$ cat src/rtl/cdb_arbiter_pkg.sv
// Shared types and widths for the common data bus arbiter: source encoding,
// ROB index and datapath widths, and the packed queue entry layouts.
package cdb_arbiter_pkg;

    localparam int ROB_IDX_W = 4;
    localparam int XLEN      = 32;

    typedef enum logic {
        SRC_ALU = 1'b0,
        SRC_LSB = 1'b1
    } src_e;

    localparam int ALU_ENTRY_W = ROB_IDX_W + XLEN + 1 + XLEN;
    localparam int LSB_ENTRY_W = ROB_IDX_W + XLEN;

    typedef struct packed {
        logic [ROB_IDX_W-1:0] rob;
        logic [XLEN-1:0]      val;
        logic                 jump;
        logic [XLEN-1:0]      pc;
    } alu_entry_t;

    typedef struct packed {
        logic [ROB_IDX_W-1:0] rob;
        logic [XLEN-1:0]      value;
    } lsb_entry_t;

endpackage

$ cat src/rtl/cdb_arbiter_if.sv
// Result producers on one side, the broadcast bus and status flags on the other.
interface cdb_arbiter_if;
    import cdb_arbiter_pkg::*;

    logic                 rdy;
    logic                 rollback;
    logic                 alu_config;
    logic [ROB_IDX_W-1:0] alu_rob_entry;
    logic [XLEN-1:0]      alu_val;
    logic                 alu_need_jump;
    logic [XLEN-1:0]      alu_jump_pc;
    logic                 lsb_config;
    logic [ROB_IDX_W-1:0] lsb_rob_entry;
    logic [XLEN-1:0]      lsb_value;
    logic                 alu_full;
    logic                 lsb_full;
    logic                 cdb_config;
    logic                 cdb_src;
    logic [ROB_IDX_W-1:0] cdb_rob_entry;
    logic [XLEN-1:0]      cdb_value;
    logic                 cdb_need_jump;
    logic [XLEN-1:0]      cdb_jump_pc;
    logic                 err_overflow;

    modport master (
        output rdy, rollback,
        output alu_config, alu_rob_entry, alu_val, alu_need_jump, alu_jump_pc,
        output lsb_config, lsb_rob_entry, lsb_value,
        input  alu_full, lsb_full,
        input  cdb_config, cdb_src, cdb_rob_entry, cdb_value, cdb_need_jump, cdb_jump_pc,
        input  err_overflow
    );

    modport slave (
        input  rdy, rollback,
        input  alu_config, alu_rob_entry, alu_val, alu_need_jump, alu_jump_pc,
        input  lsb_config, lsb_rob_entry, lsb_value,
        output alu_full, lsb_full,
        output cdb_config, cdb_src, cdb_rob_entry, cdb_value, cdb_need_jump, cdb_jump_pc,
        output err_overflow
    );

endinterface

$ cat src/rtl/cdb_fifo.sv
// Per-source result queue. Pushes into a full queue are dropped even when a
// pop happens on the same edge; clear empties the queue regardless of enable.
module cdb_fifo #(
    parameter  int WIDTH = 36,
    parameter  int DEPTH = 2,
    localparam int PTR_W = (DEPTH > 1) ? $clog2(DEPTH) : 1,
    localparam int CNT_W = PTR_W + 1
) (
    input  logic             clk,
    input  logic             i_clr,
    input  logic             i_en,
    input  logic             i_push,
    input  logic             i_pop,
    input  logic [WIDTH-1:0] i_data,
    output logic [WIDTH-1:0] o_head,
    output logic [CNT_W-1:0] o_count,
    output logic             o_full
);

    logic [WIDTH-1:0] r_mem [DEPTH];
    logic [PTR_W-1:0] r_wr_ptr;
    logic [PTR_W-1:0] r_rd_ptr;
    logic [CNT_W-1:0] r_count;
    logic             w_push;
    logic             w_pop;

    assign o_full  = (r_count == CNT_W'(DEPTH));
    assign o_count = r_count;
    assign o_head  = r_mem[r_rd_ptr];
    assign w_push  = i_en & i_push & ~o_full;
    assign w_pop   = i_en & i_pop & (r_count != {CNT_W{1'b0}});

    // Pointer and occupancy bookkeeping; pointers wrap naturally at DEPTH.
    always_ff @(posedge clk) begin
        if (i_clr) begin
            r_wr_ptr <= {PTR_W{1'b0}};
            r_rd_ptr <= {PTR_W{1'b0}};
            r_count  <= {CNT_W{1'b0}};
        end else begin
            if (w_push) r_wr_ptr <= r_wr_ptr + PTR_W'(1);
            if (w_pop)  r_rd_ptr <= r_rd_ptr + PTR_W'(1);
            r_count <= r_count + CNT_W'(w_push) - CNT_W'(w_pop);
        end
    end

    // Storage is never reset; nothing reads it while the count is zero.
    always_ff @(posedge clk) begin
        if (!i_clr && w_push) r_mem[r_wr_ptr] <= i_data;
    end

endmodule

$ cat src/rtl/cdb_arbiter.sv
// Common data bus arbiter: queues ALU and LSB results and broadcasts at most
// one per cycle, alternating between sources under contention.
module cdb_arbiter
    import cdb_arbiter_pkg::*;
#(
    parameter int DEPTH = 2
) (
    input  logic          clk,
    input  logic          rst,
    cdb_arbiter_if.slave  bus
);

    localparam int CNT_W = ((DEPTH > 1) ? $clog2(DEPTH) : 1) + 1;

    logic                 w_clr;
    logic                 w_en;
    alu_entry_t           w_alu_in;
    alu_entry_t           w_alu_head;
    lsb_entry_t           w_lsb_in;
    lsb_entry_t           w_lsb_head;
    logic [CNT_W-1:0]     w_alu_count;
    logic [CNT_W-1:0]     w_lsb_count;
    logic                 w_alu_full;
    logic                 w_lsb_full;
    logic                 w_alu_ne;
    logic                 w_lsb_ne;
    logic                 w_grant_any;
    src_e                 w_grant_src;
    logic                 w_alu_pop;
    logic                 w_lsb_pop;
    logic                 w_overflow;

    src_e                 r_last_grant;
    logic                 r_cdb_config;
    src_e                 r_cdb_src;
    logic [ROB_IDX_W-1:0] r_cdb_rob_entry;
    logic [XLEN-1:0]      r_cdb_value;
    logic                 r_cdb_need_jump;
    logic [XLEN-1:0]      r_cdb_jump_pc;
    logic                 r_err_overflow;

    // Rollback outranks rdy, so it clears the queues even while stalled.
    assign w_clr    = rst | bus.rollback;
    assign w_en     = bus.rdy;
    assign w_alu_in = {bus.alu_rob_entry, bus.alu_val, bus.alu_need_jump, bus.alu_jump_pc};
    assign w_lsb_in = {bus.lsb_rob_entry, bus.lsb_value};
    assign w_alu_ne = (w_alu_count != {CNT_W{1'b0}});
    assign w_lsb_ne = (w_lsb_count != {CNT_W{1'b0}});

    cdb_fifo #(.WIDTH(ALU_ENTRY_W), .DEPTH(DEPTH)) u_alu_fifo (
        .clk     (clk),
        .i_clr   (w_clr),
        .i_en    (w_en),
        .i_push  (bus.alu_config),
        .i_pop   (w_alu_pop),
        .i_data  (w_alu_in),
        .o_head  (w_alu_head),
        .o_count (w_alu_count),
        .o_full  (w_alu_full)
    );

    cdb_fifo #(.WIDTH(LSB_ENTRY_W), .DEPTH(DEPTH)) u_lsb_fifo (
        .clk     (clk),
        .i_clr   (w_clr),
        .i_en    (w_en),
        .i_push  (bus.lsb_config),
        .i_pop   (w_lsb_pop),
        .i_data  (w_lsb_in),
        .o_head  (w_lsb_head),
        .o_count (w_lsb_count),
        .o_full  (w_lsb_full)
    );

    // Grant selection from the pre-edge queue heads.
    always_comb begin
        w_grant_any = w_alu_ne | w_lsb_ne;
        w_grant_src = SRC_ALU;
        if (w_alu_ne && w_lsb_ne) begin
            w_grant_src = (r_last_grant == SRC_LSB) ? SRC_ALU : SRC_LSB;
        end else if (w_lsb_ne) begin
            w_grant_src = SRC_LSB;
        end else begin
            w_grant_src = SRC_ALU;
        end
        w_alu_pop  = w_grant_any & (w_grant_src == SRC_ALU);
        w_lsb_pop  = w_grant_any & (w_grant_src == SRC_LSB);
        w_overflow = (bus.alu_config & w_alu_full) | (bus.lsb_config & w_lsb_full);
    end

    // Broadcast registers, fairness pointer and sticky overflow flag.
    always_ff @(posedge clk) begin
        if (rst) begin
            r_last_grant    <= SRC_LSB;
            r_cdb_config    <= 1'b0;
            r_cdb_src       <= SRC_ALU;
            r_cdb_rob_entry <= {ROB_IDX_W{1'b0}};
            r_cdb_value     <= {XLEN{1'b0}};
            r_cdb_need_jump <= 1'b0;
            r_cdb_jump_pc   <= {XLEN{1'b0}};
            r_err_overflow  <= 1'b0;
        end else if (bus.rollback) begin
            r_cdb_config <= 1'b0;
            r_last_grant <= SRC_LSB;
        end else if (bus.rdy) begin
            if (w_overflow) r_err_overflow <= 1'b1;
            if (w_grant_any) begin
                r_cdb_config <= 1'b1;
                r_cdb_src    <= w_grant_src;
                r_last_grant <= w_grant_src;
                case (w_grant_src)
                    SRC_ALU: begin
                        r_cdb_rob_entry <= w_alu_head.rob;
                        r_cdb_value     <= w_alu_head.val;
                        r_cdb_need_jump <= w_alu_head.jump;
                        r_cdb_jump_pc   <= w_alu_head.pc;
                    end
                    SRC_LSB: begin
                        r_cdb_rob_entry <= w_lsb_head.rob;
                        r_cdb_value     <= w_lsb_head.value;
                        r_cdb_need_jump <= 1'b0;
                        r_cdb_jump_pc   <= {XLEN{1'b0}};
                    end
                    default: begin
                        r_cdb_config <= 1'b0;
                    end
                endcase
            end else begin
                r_cdb_config <= 1'b0;
            end
        end
    end

    assign bus.alu_full      = w_alu_full;
    assign bus.lsb_full      = w_lsb_full;
    assign bus.cdb_config    = r_cdb_config;
    assign bus.cdb_src       = r_cdb_src;
    assign bus.cdb_rob_entry = r_cdb_rob_entry;
    assign bus.cdb_value     = r_cdb_value;
    assign bus.cdb_need_jump = r_cdb_need_jump;
    assign bus.cdb_jump_pc   = r_cdb_jump_pc;
    assign bus.err_overflow  = r_err_overflow;

endmodule

$ cat src/flat_wrapper.sv
// flat-port wrapper written by rule: the top's interface ports become plain ports
module cdb_arbiter_flat import cdb_arbiter_pkg::*;
#(
    parameter int DEPTH = 2
)
  (clk, rst, bus_rdy, bus_rollback, bus_alu_config, bus_alu_rob_entry, bus_alu_val, bus_alu_need_jump, bus_alu_jump_pc, bus_lsb_config, bus_lsb_rob_entry, bus_lsb_value, bus_alu_full, bus_lsb_full, bus_cdb_config, bus_cdb_src, bus_cdb_rob_entry, bus_cdb_value, bus_cdb_need_jump, bus_cdb_jump_pc, bus_err_overflow);
  cdb_arbiter_if bus_i ();
  input  logic clk;
  input  logic rst;
  input wire logic [$bits(bus_i.rdy)-1:0] bus_rdy;
  input wire logic [$bits(bus_i.rollback)-1:0] bus_rollback;
  input wire logic [$bits(bus_i.alu_config)-1:0] bus_alu_config;
  input wire logic [$bits(bus_i.alu_rob_entry)-1:0] bus_alu_rob_entry;
  input wire logic [$bits(bus_i.alu_val)-1:0] bus_alu_val;
  input wire logic [$bits(bus_i.alu_need_jump)-1:0] bus_alu_need_jump;
  input wire logic [$bits(bus_i.alu_jump_pc)-1:0] bus_alu_jump_pc;
  input wire logic [$bits(bus_i.lsb_config)-1:0] bus_lsb_config;
  input wire logic [$bits(bus_i.lsb_rob_entry)-1:0] bus_lsb_rob_entry;
  input wire logic [$bits(bus_i.lsb_value)-1:0] bus_lsb_value;
  output wire logic [$bits(bus_i.alu_full)-1:0] bus_alu_full;
  output wire logic [$bits(bus_i.lsb_full)-1:0] bus_lsb_full;
  output wire logic [$bits(bus_i.cdb_config)-1:0] bus_cdb_config;
  output wire logic [$bits(bus_i.cdb_src)-1:0] bus_cdb_src;
  output wire logic [$bits(bus_i.cdb_rob_entry)-1:0] bus_cdb_rob_entry;
  output wire logic [$bits(bus_i.cdb_value)-1:0] bus_cdb_value;
  output wire logic [$bits(bus_i.cdb_need_jump)-1:0] bus_cdb_need_jump;
  output wire logic [$bits(bus_i.cdb_jump_pc)-1:0] bus_cdb_jump_pc;
  output wire logic [$bits(bus_i.err_overflow)-1:0] bus_err_overflow;
  assign bus_i.rdy = bus_rdy;
  assign bus_i.rollback = bus_rollback;
  assign bus_i.alu_config = bus_alu_config;
  assign bus_i.alu_rob_entry = bus_alu_rob_entry;
  assign bus_i.alu_val = bus_alu_val;
  assign bus_i.alu_need_jump = bus_alu_need_jump;
  assign bus_i.alu_jump_pc = bus_alu_jump_pc;
  assign bus_i.lsb_config = bus_lsb_config;
  assign bus_i.lsb_rob_entry = bus_lsb_rob_entry;
  assign bus_i.lsb_value = bus_lsb_value;
  assign bus_alu_full = bus_i.alu_full;
  assign bus_lsb_full = bus_i.lsb_full;
  assign bus_cdb_config = bus_i.cdb_config;
  assign bus_cdb_src = bus_i.cdb_src;
  assign bus_cdb_rob_entry = bus_i.cdb_rob_entry;
  assign bus_cdb_value = bus_i.cdb_value;
  assign bus_cdb_need_jump = bus_i.cdb_need_jump;
  assign bus_cdb_jump_pc = bus_i.cdb_jump_pc;
  assign bus_err_overflow = bus_i.err_overflow;
  cdb_arbiter #(.DEPTH(DEPTH)) u_core (.clk(clk), .rst(rst), .bus(bus_i));
endmodule
$ cat config.mk
export PLATFORM = sky130hd
export DESIGN_NAME = cdb_arbiter_flat
export DESIGN_NICKNAME = d
export VERILOG_FILES = /design/src/rtl/cdb_arbiter_pkg.sv /design/src/rtl/cdb_arbiter_if.sv /design/src/rtl/cdb_fifo.sv /design/src/rtl/cdb_arbiter.sv /design/src/flat_wrapper.sv
export SDC_FILE = /design/constraint.sdc
export NUM_CORES = 1
export LEC_CHECK = 0
export CORE_MARGIN = 1
export CORE_UTILIZATION = 45
export DETAILED_ROUTE_END_ITERATION = 10
export GPL_TIMING_DRIVEN = 0
export PLACE_DENSITY = 0.7
export SYNTH_ARGS = -nofsm -noshare
export SYNTH_HDL_FRONTEND = slang
export SYNTH_SLANG_ARGS = --single-unit
$ cat constraint.sdc
create_clock -name clk -period 18.7 [get_ports clk]
set_input_delay 3.74 -clock clk [delete_from_list [all_inputs] [get_ports clk]]
set_output_delay 3.74 -clock clk [all_outputs]
set_load 0.02 [all_outputs]
After elaboration in Yosys (flattened, before gate mapping)
Memories as Yosys holds them, arrays and structs flattened. A register that Yosys moved wholly into a read port is not among the register bits.
Cells that the tools add are included.

word-level totals
  register bits after elaboration = 81
  latch bits = 0
  memory bits (writable) = 210
  memory bits (read-only) = 0
  input port bits = 111
  output and inout bits = 74
  logic and storage cells = 71
  memories kept = 2

cells by class
  $add $sub $neg = 8
  multipliers = 0
  div/mod/pow operators = 0
  order comparisons = 0
  equal/unequal tests = 2
  shifts and indexed selects = 0
  muxes and demuxes = 16
  bitwise operators = 19
  reductions and logical operators = 10

memory list
  name                     depth  width  rd ports  clocked after memory_dff  wr ports  line            text
  u_core.u_alu_fifo.r_mem  2      69     1         1                         1         cdb_fifo.sv:20  logic [WIDTH-1:0] r_mem [DEPTH];
  u_core.u_lsb_fifo.r_mem  2      36     1         1                         1         cdb_fifo.sv:20

operator list
  operator                               number
  case mux 32 bit (2 select lines)       2
  bitwise AND 1 bit                      12
  2-to-1 mux 1 bit                       12
  case mux 4 bit (2 select lines)        1
  AND reduction 3 bit                    2
  adder 1 bit (second input constant)    4
  adder 2 x 1 -> 2 bit                   2
  == test 2 bit (second input constant)  2
  inverter 1 bit                         4
  nonzero test 2 bit                     2
  subtractor 2 x 1 -> 2 bit              2
  logical AND 1 bit                      3
  OR 1 bit                               3
  case mux 1 bit (2 select lines)        1
  AND reduction 2 bit                    1
  OR reduction 2 bit                     1
  logical NOT 1 bit                      1

Longest topological paths before layout
Gate-level depths: netlist of the first run.

  depth after elaboration = 9
  gate-level depth with buffers = 10
  mapped depth without buffers = 9

Hierarchy
Synthesis of the first run repeated with hierarchy kept, for this count alone.

second synthesis, totals
  cells, all modules = 769
  area, all modules = 11529.8 µm²

by module, submodules not included
  module                         instances  cells an instance  area an instance (µm²)  sequential area each (µm²)
  cdb_fifo at u_core.u_alu_fifo  1          239                5273.8                  4244.1
  cdb_arbiter                    1          394                3385.7                  1461.4
  cdb_fifo at u_core.u_lsb_fifo  1          136                2870.3                  2262.2

Least setup slack after synthesis of the first run
Ideal clock, no wire load.

  path type = input to register
  from = input rst
  to = memory u_core.u_alu_fifo.r_mem[0][0] in the netlist's numbering, enable pin
  setup time = 0.581 ns
  arrival = 9.111 ns
  required time = 18.119 ns
  path slack = 9.009 ns
  stages on the path = 4
  buffers on the path = 2
  path through = clkbuf_1 > or2_2 > clkbuf_1 > nor3_1

on the way
  word-level cells in the longest chain between the ends = 5

ends and longest elaborated chain
  what                                    line               text
  from (decl)                             flat_wrapper.sv:9  input logic rst;
  OR 1 bit                                cdb_arbiter.sv:43  assign w_clr = rst | bus.rollback;
  logical NOT 1 bit                       cdb_fifo.sv:48     if (!i_clr && w_push) r_mem[r_wr_ptr] <= i_data;
  logical AND 1 bit                       cdb_fifo.sv:48
  2-to-1 mux 1 bit                        cdb_fifo.sv:48
  2-to-1 mux 1 bit (not written as such)  cdb_fifo.sv:48
  to (decl)                               cdb_fifo.sv:20

Every way passes these cells.

Worst setup path after layout of the first run
  from = input rst
  to = memory u_core.u_alu_fifo.r_mem[1][54] in the netlist's numbering, enable pin

The elaborated chain is that of the path after synthesis.

==> results.json, run 1 <==
{
  "max_slew_margin_pct": 33.15,
  "cpMostUsedCell": "buf_8",
  "clock_latency_ns": 0.57,
  "place_area_um2": 13800,
  "slew_violations": 0,
  "pwr-share-comb_pct": 6.4,
  "first_global_vias": 6698,
  "synthArstFlopShare_pct": 0,
  "post_drt_wl_per_cell_um": 19.06,
  "cp-start-kind": "input port",
  "cts_buffer_depth": 3,
  "switching_power_mw": 0.2878,
  "first_iter_violations": 307,
  "numPortBuffers": 183,
  "die_w_um": 160.1,
  "avgSynthCellArea_um2": 16.72,
  "die_h_um": 160.1,
  "skew_ns": 0.01812,
  "synth_edf_count": 210,
  "rows": 57,
  "antenna_found_initial": 3,
  "cp_slowest_cell": "nor3_2",
  "mostFrequentLayoutCell": "edfxtp_1",
  "switching_share_pct": 20.43,
  "hpwl_um": 16660,
  "seqPwrFrac_pct": 50.4,
  "path_class": "input port to flip-flop",
  "cts_sinks": 293,
  "hold_path_class": "flip-flop to flip-flop",
  "ctsResizeCount": 0,
  "cts_tree": "done",
  "max_cap_violations": 0,
  "seq_area_um2": 7968,
  "grt_usage_pct": 19.03,
  "grt_max_degree": 17,
  "yosysUniqueCellTypes": 41,
  "ir_drop_mv": 0.07230,
  "ios": 185,
  "worstMarginPinSlew_ns": 0.9974,
  "gp_congestion": 0.7523,
  "drtAntennaViolNets": 0,
  "finalHoldViolCount": 0,
  "worstPathRequired_ns": 18.97,
  "yosysSeqAreaShare_pct": 70.80,
  "internal_power_mw": 1.121,
  "ys_ff_latch": 293,
  "routed_wl_um": 24030,
  "max_freq_ghz": 0.1585,
  "start_util_pct": 46.14,
  "synth_warnings": 0,
  "overflow": 0,
  "finalSetupTns_ns": 0,
  "drc": 0,
  "htree_num_levels": 1,
  "cp_cell_sequence": "clkdlybuf4s50_1 -> clkbuf_1 -> or2_2 -> clkbuf_1 -> nor3_2 -> buf_8 -> buf_8 -> buf_8",
  "grt_pass1_wl_um": 37250,
  "ctsRootBufferMaster": "clkbuf_16",
  "ys_dominant_reg_cell": "edfxtp_1",
  "avgViaCountPerCell": 5.063,
  "syn_inst": 673,
  "synth_top_area_share_pct": 56.04,
  "drtPass1Iterations": 4,
  "fin_nets": 1026,
  "die_area_um2": 25640,
  "status": "finished clean",
  "clkPwrFrac_pct": 43.2,
  "cts.clk_slew.worst_paths_ns": 0.06,
  "cp-end-kind": "flip-flop",
  "cp.arrival_ns": 6.58,
  "core_area_um2": 24390,
  "cts_setup_buffers": 0,
  "via_count": 6385,
  "synth_nets": 788,
  "cpPeakStageDelay_ns": 0.82,
  "netlist_area_um2": 11250,
  "setup_viol": 0,
  "multi_input_area_um2": 2988,
  "leakage_nw": 4.912,
  "cts_buffers": 31,
  "final_area_um2": 14840,
  "layout_common_cells": "210 x edfxtp_1, 183 x clkdlybuf4s50_1, 83 x dfxtp_1",
  "rsz0062_at_grt": "no",
  "area_growth_pct": 31.85,
  "ys_top_cells_by_area": "edfxtp_1 56%, dfxtp_1 15%, mux2i_1 6.4%, mux2_2 4.6%, a22oi_2 3.3%",
  "crit_path_max_fanout": 11,
  "drive_gt1_share_pct": 23.72,
  "synth_top_area_cell": "edfxtp_1",
  "n_fill_cell": 1937,
  "postCtsHoldBufs": 0,
  "fin_crit_sh_pct": 33.75,
  "period_minus_slack_ns": 6.310,
  "power.density_nw_per_um2": 94.92
}
## registers in the layout, summed over array words and instances (netlist names), 2 cells and up, named ones only
| register | count |
|---|---|
| u_core.u_lsb_fifo.o_count | 2 |
| u_core.bus.cdb_jump_pc | 32 |
| u_core.u_alu_fifo.o_count | 2 |
| u_core.u_alu_fifo.r_mem | 138 |
| u_core.bus.cdb_value | 32 |
| u_core.u_lsb_fifo.r_mem | 72 |
| u_core.bus.cdb_rob_entry | 4 |
## metal layers
metal,wire length [µm],track usage [%]
met2,11550,32.49
met3,1660,5.351
met1,10400,24.17
met4,411,3.810
met5,9,0
## path summary, 6_finish.rpt
kind	start	endpoint	slack (ns)	cells past startpoint
min reg2reg	u_core.bus.cdb_src	u_core.bus.cdb_src	0.47	2
max reg2reg	u_core.u_alu_fifo.o_count[0]	u_core.u_alu_fifo.r_mem[1][54]	16.10	6
max	rst	u_core.u_alu_fifo.r_mem[1][54]	12.39	8
min	u_core.bus.cdb_src	u_core.bus.cdb_src	0.47	2
## power groups by stage
stage	combinational (mW)	sequential, mW	clock [mW]
3_5_place_dp	0.0905	0.724	0
3_3_place_gp	0.0864	0.725	0
6_report	0.0897	0.710	0.609
5_1_grt	0.0965	0.710	0.650
2_1_floorplan	0.0376	0.729	0
4_1_cts	0.0910	0.710	0.623
## logic make-up (layout without fill, tap and decap cells)
family	Yosys count	count (layout)	synth area share, %
AO/OA/AOI/OAI	78	78	5.837
XOR/XNOR	8	8	0.6226
adder cells (fa/ha/maj)	4	4	0.4448
buffers and inverters	48	311	2.824
flip-flops	293	293	70.80
multiplexers	141	141	13.61
other	0	1	0
AND/OR/NAND/NOR	101	101	5.859
## worst max-delay path: cells and delay by family
kind                   cells  cell delay, ns
buffers and inverters      6            1.60
and+or+nand+nor            2            1.22
## per-stage QoR
step                      cells  worst slack, ns  hold slack [ns]  total power [mW]  util [%]
final                      1261            12.39           0.4740             1.408     60.83
after detailed placement   1202            11.68           0.4621            0.8143     56.56
after global routing       1260            12.17           0.4909             1.457     60.82
after global placement     1180            4.374           0.4422            0.8113     55.31
after CTS                  1260            12.29           0.4702             1.424     60.82
after floorplan             673            9.009           0.4725            0.7664         -
## Yosys cell counts, drive strengths merged, types with 7 or more instances
master	number
nor2	42
edfxtp	210
mux2	69
inv	7
buf	29
o21ai	39
a22oi	33
dfxtp	83
nand3b	38
clkbuf	12
mux2i	72
## area by class of cell
class / instances / area share [%]
sequential: 293 / 53.70
multi-input combinational: 332 / 20.14
timing repair buffer: 205 / 14.27
clock buffer: 47 / 6.189
tap: 324 / 2.732
buffer: 41 / 1.965
clock inverter: 11 / 0.8179
inverter: 7 / 0.1771
antenna: 1 / 0.01686
Power figures use the tool's default switching activity.
==> inputs of run 2 (changes only) <==
clock period = 6.1 ns   (was 18.7 ns; I/O delays follow)
==> results of run 2 <==
Same layout as run 1 (identical final DEF). Status: finished clean.
Main changes from that run: setup slack after placement 11.68 ns -> 1.602 ns; setup slack after layout 12.39 ns -> 2.310 ns; register-to-register setup slack 16.10 ns -> 3.50 ns; total power 1.408 mW -> 4.318 mW; worst IR drop on VDD 0.07230 mV -> 0.2216 mV
==> inputs of run 3 (changes only) <==
PLACE_DENSITY = 0.73   (was 0.7)
clock period = 3.4 ns   (was 6.1 ns; I/O delays follow)
==> results.json, run 3 (synthesized netlist as in run 1, its figures left out) <==
{
  "drc": 0,
  "final_area_um2": 14800,
  "routed_wl_um": 24290,
  "drive_gt1_share_pct": 23.55,
  "ir_drop_mv": 0.4330,
  "layout_common_cells": "210 x edfxtp_1, 183 x clkdlybuf4s50_1, 83 x dfxtp_1",
  "postCtsHoldBufs": 0,
  "drtAntennaViolNets": 0,
  "switching_share_pct": 20.59,
  "post_drt_wl_per_cell_um": 19.37,
  "grt_pass1_wl_um": 37440,
  "drtPass1Iterations": 4,
  "cp.arrival_ns": 3.09,
  "worst-path-buf-inv": 6,
  "antenna_found_initial": 0,
  "hpwl_um": 16490,
  "area_growth_pct": 31.54,
  "overflow": 0,
  "power_mw": 7.586,
  "startpoint": "rst",
  "max_cap_violations": 0,
  "cpPeakStageDelay_ns": 0.57,
  "die_area_um2": 25640,
  "n_fill_cell": 1907,
  "clkPwrFrac_pct": 42.0,
  "cp_cell_sequence": "clkdlybuf4s50_1 -> clkbuf_2 -> or2_4 -> clkbuf_8 -> nor3_4 -> buf_8 -> buf_16 -> buf_16",
  "rsz0062_at_grt": "no",
  "period_minus_slack_ns": 2.826,
  "core_area_um2": 24390,
  "first_iter_violations": 342,
  "diodes": 0,
  "setup_viol": 0,
  "r2r-start": "u_core.u_alu_fifo.o_count[0]",
  "clock_latency_ns": 0.55,
  "hold_path_class": "flip-flop to flip-flop",
  "crit_path_max_fanout": 16,
  "switching_power_mw": 1.562,
  "crit_family": "buffers and inverters",
  "largest_register_ffs": 138,
  "cpMostUsedCell": "buf_16",
  "gp_congestion": 0.7460,
  "final_util_pct": 60.69,
  "path_class": "input port to flip-flop",
  "htree_num_levels": 1,
  "numPortBuffers": 183,
  "grt_usage_pct": 19.08,
  "seqPwrFrac_pct": 51.5,
  "leakage_nw": 4.897,
  "avgViaCountPerCell": 5.089,
  "cts_buffer_depth": 3,
  "die_w_um": 160.1,
  "skew_ns": 0.01837,
  "fin_nets": 1021,
  "ctsResizeCount": 0,
  "worstPathRequired_ns": 3.66,
  "cts.clk_slew.worst_paths_ns": 0.06,
  "ios": 185,
  "top_regs": "u_core.u_alu_fifo.r_mem: 138 flops, u_core.u_lsb_fifo.r_mem: 72 flops",
  "cts_tree": "done",
  "die_h_um": 160.1,
  "max_freq_ghz": 0.3539,
  "cts_buffers": 30,
  "cp-start-kind": "input port",
  "ctsRootBufferMaster": "clkbuf_16",
  "cts_sinks": 293,
  "finalHoldViolCount": 0,
  "rows": 57,
  "max_slew_margin_pct": 47.60,
  "cp_slowest_cell": "nor3_4",
  "grt_max_degree": 17,
  "place_area_um2": 13830,
  "slew_violations": 0,
  "cp-end-kind": "flip-flop",
  "internal_power_mw": 6.024,
  "worstMarginPinSlew_ns": 0.7860,
  "power.density_nw_per_um2": 512.5,
  "cts_setup_buffers": 0,
  "via_count": 6382,
  "status": "finished clean",
  "mostFrequentLayoutCell": "edfxtp_1",
  "pwr-share-comb_pct": 6.6,
  "finalSetupTns_ns": 0,
  "start_util_pct": 46.14,
  "first_global_vias": 6661,
  "regMostFlops": "u_core.u_alu_fifo.r_mem",
  "fin_crit_sh_pct": 83.12,
  "hold_start": "u_core.bus.cdb_src"
}
==> run 3: cell types whose count changed in the layout (fill, tap and decap cells not counted), moves of 2 or more <==
cell | previous run | this run
clkbuf_8 | 4 | 6
buf_16 | 0 | 4
nor3_2 | 4 | 2
clkinv_1 | 1 | 5
buf_6 | 27 | 23
clkbuf_1 | 21 | 14
clkbuf_16 | 33 | 30
nor3_4 | 0 | 2
buf_8 | 10 | 6
==> run 3: routing by layer <==
layer | vias up | routed length [µm] | global-route usage [%]
met4 | 0 | 457 | 4.416
met2 | 211 | 11740 | 32.43
met5 | - | 0 | 0
li1 | 3004 | - | -
met3 | 36 | 2048 | 5.636
met1 | 3131 | 10050 | 23.96
==> run 3: path summary, 6_finish.rpt <==
| path | to | slack (ns) | cells past startpoint |
|---|---|---|---|
| hold / removal | u_core.bus.cdb_src | 0.45 | 2 |
| setup / recovery | u_core.u_alu_fifo.r_mem[0][46] | 0.57 | 8 |
| hold reg to reg | u_core.bus.cdb_src | 0.45 | 2 |
| setup reg to reg | u_core.u_alu_fifo.r_mem[0][46] | 0.94 | 6 |
==> run 3: through the flow <==
stage | hold slack, ns | cells | setup WS, ns
after global placement | 0.4431 | 1180 | -3.438
after global routing | 0.4613 | 1254 | 0.4871
final | 0.4531 | 1254 | 0.5740
after CTS | 0.4365 | 1254 | 0.5565
after floorplan | 0.4725 | 673 | -0.7959
after detailed placement | 0.4488 | 1198 | -0.04108
==> run 3: area by class of cell <==
| cell class | instances | area (µm²) | share of cell area [%] |
|---|---|---|---|
| multi-input combinational | 332 | 3003 | 20.29 |
| inverter | 7 | 26.28 | 0.1775 |
| clock inverter | 16 | 137.6 | 0.9298 |
| timing repair buffer | 201 | 2122 | 14.34 |
| tap | 324 | 405.4 | 2.739 |
| sequential | 293 | 7968 | 53.82 |
| clock buffer | 40 | 838.3 | 5.663 |
| buffer | 41 | 302.8 | 2.045 |
==> run 3: power groups by stage <==
stage | Combinational, mW | Clock [mW] | Sequential, mW
6_report | 0.498 | 3.18 | 3.90
5_1_grt | 0.533 | 3.41 | 3.91
4_1_cts | 0.504 | 3.26 | 3.90
3_5_place_dp | 0.501 | 0 | 3.98
3_3_place_gp | 0.480 | 0 | 3.98
2_1_floorplan | 0.210 | 0 | 4.01
==> run 3: worst reg2reg max path, stage by stage (launching register included) <==
cell and delay [ns]:
dfxtp_1 0.48, nor2b_1 0.13, nand3b_1 0.34, nor3_4 0.62
buf_8 0.25, buf_16 0.18, buf_16 0.18
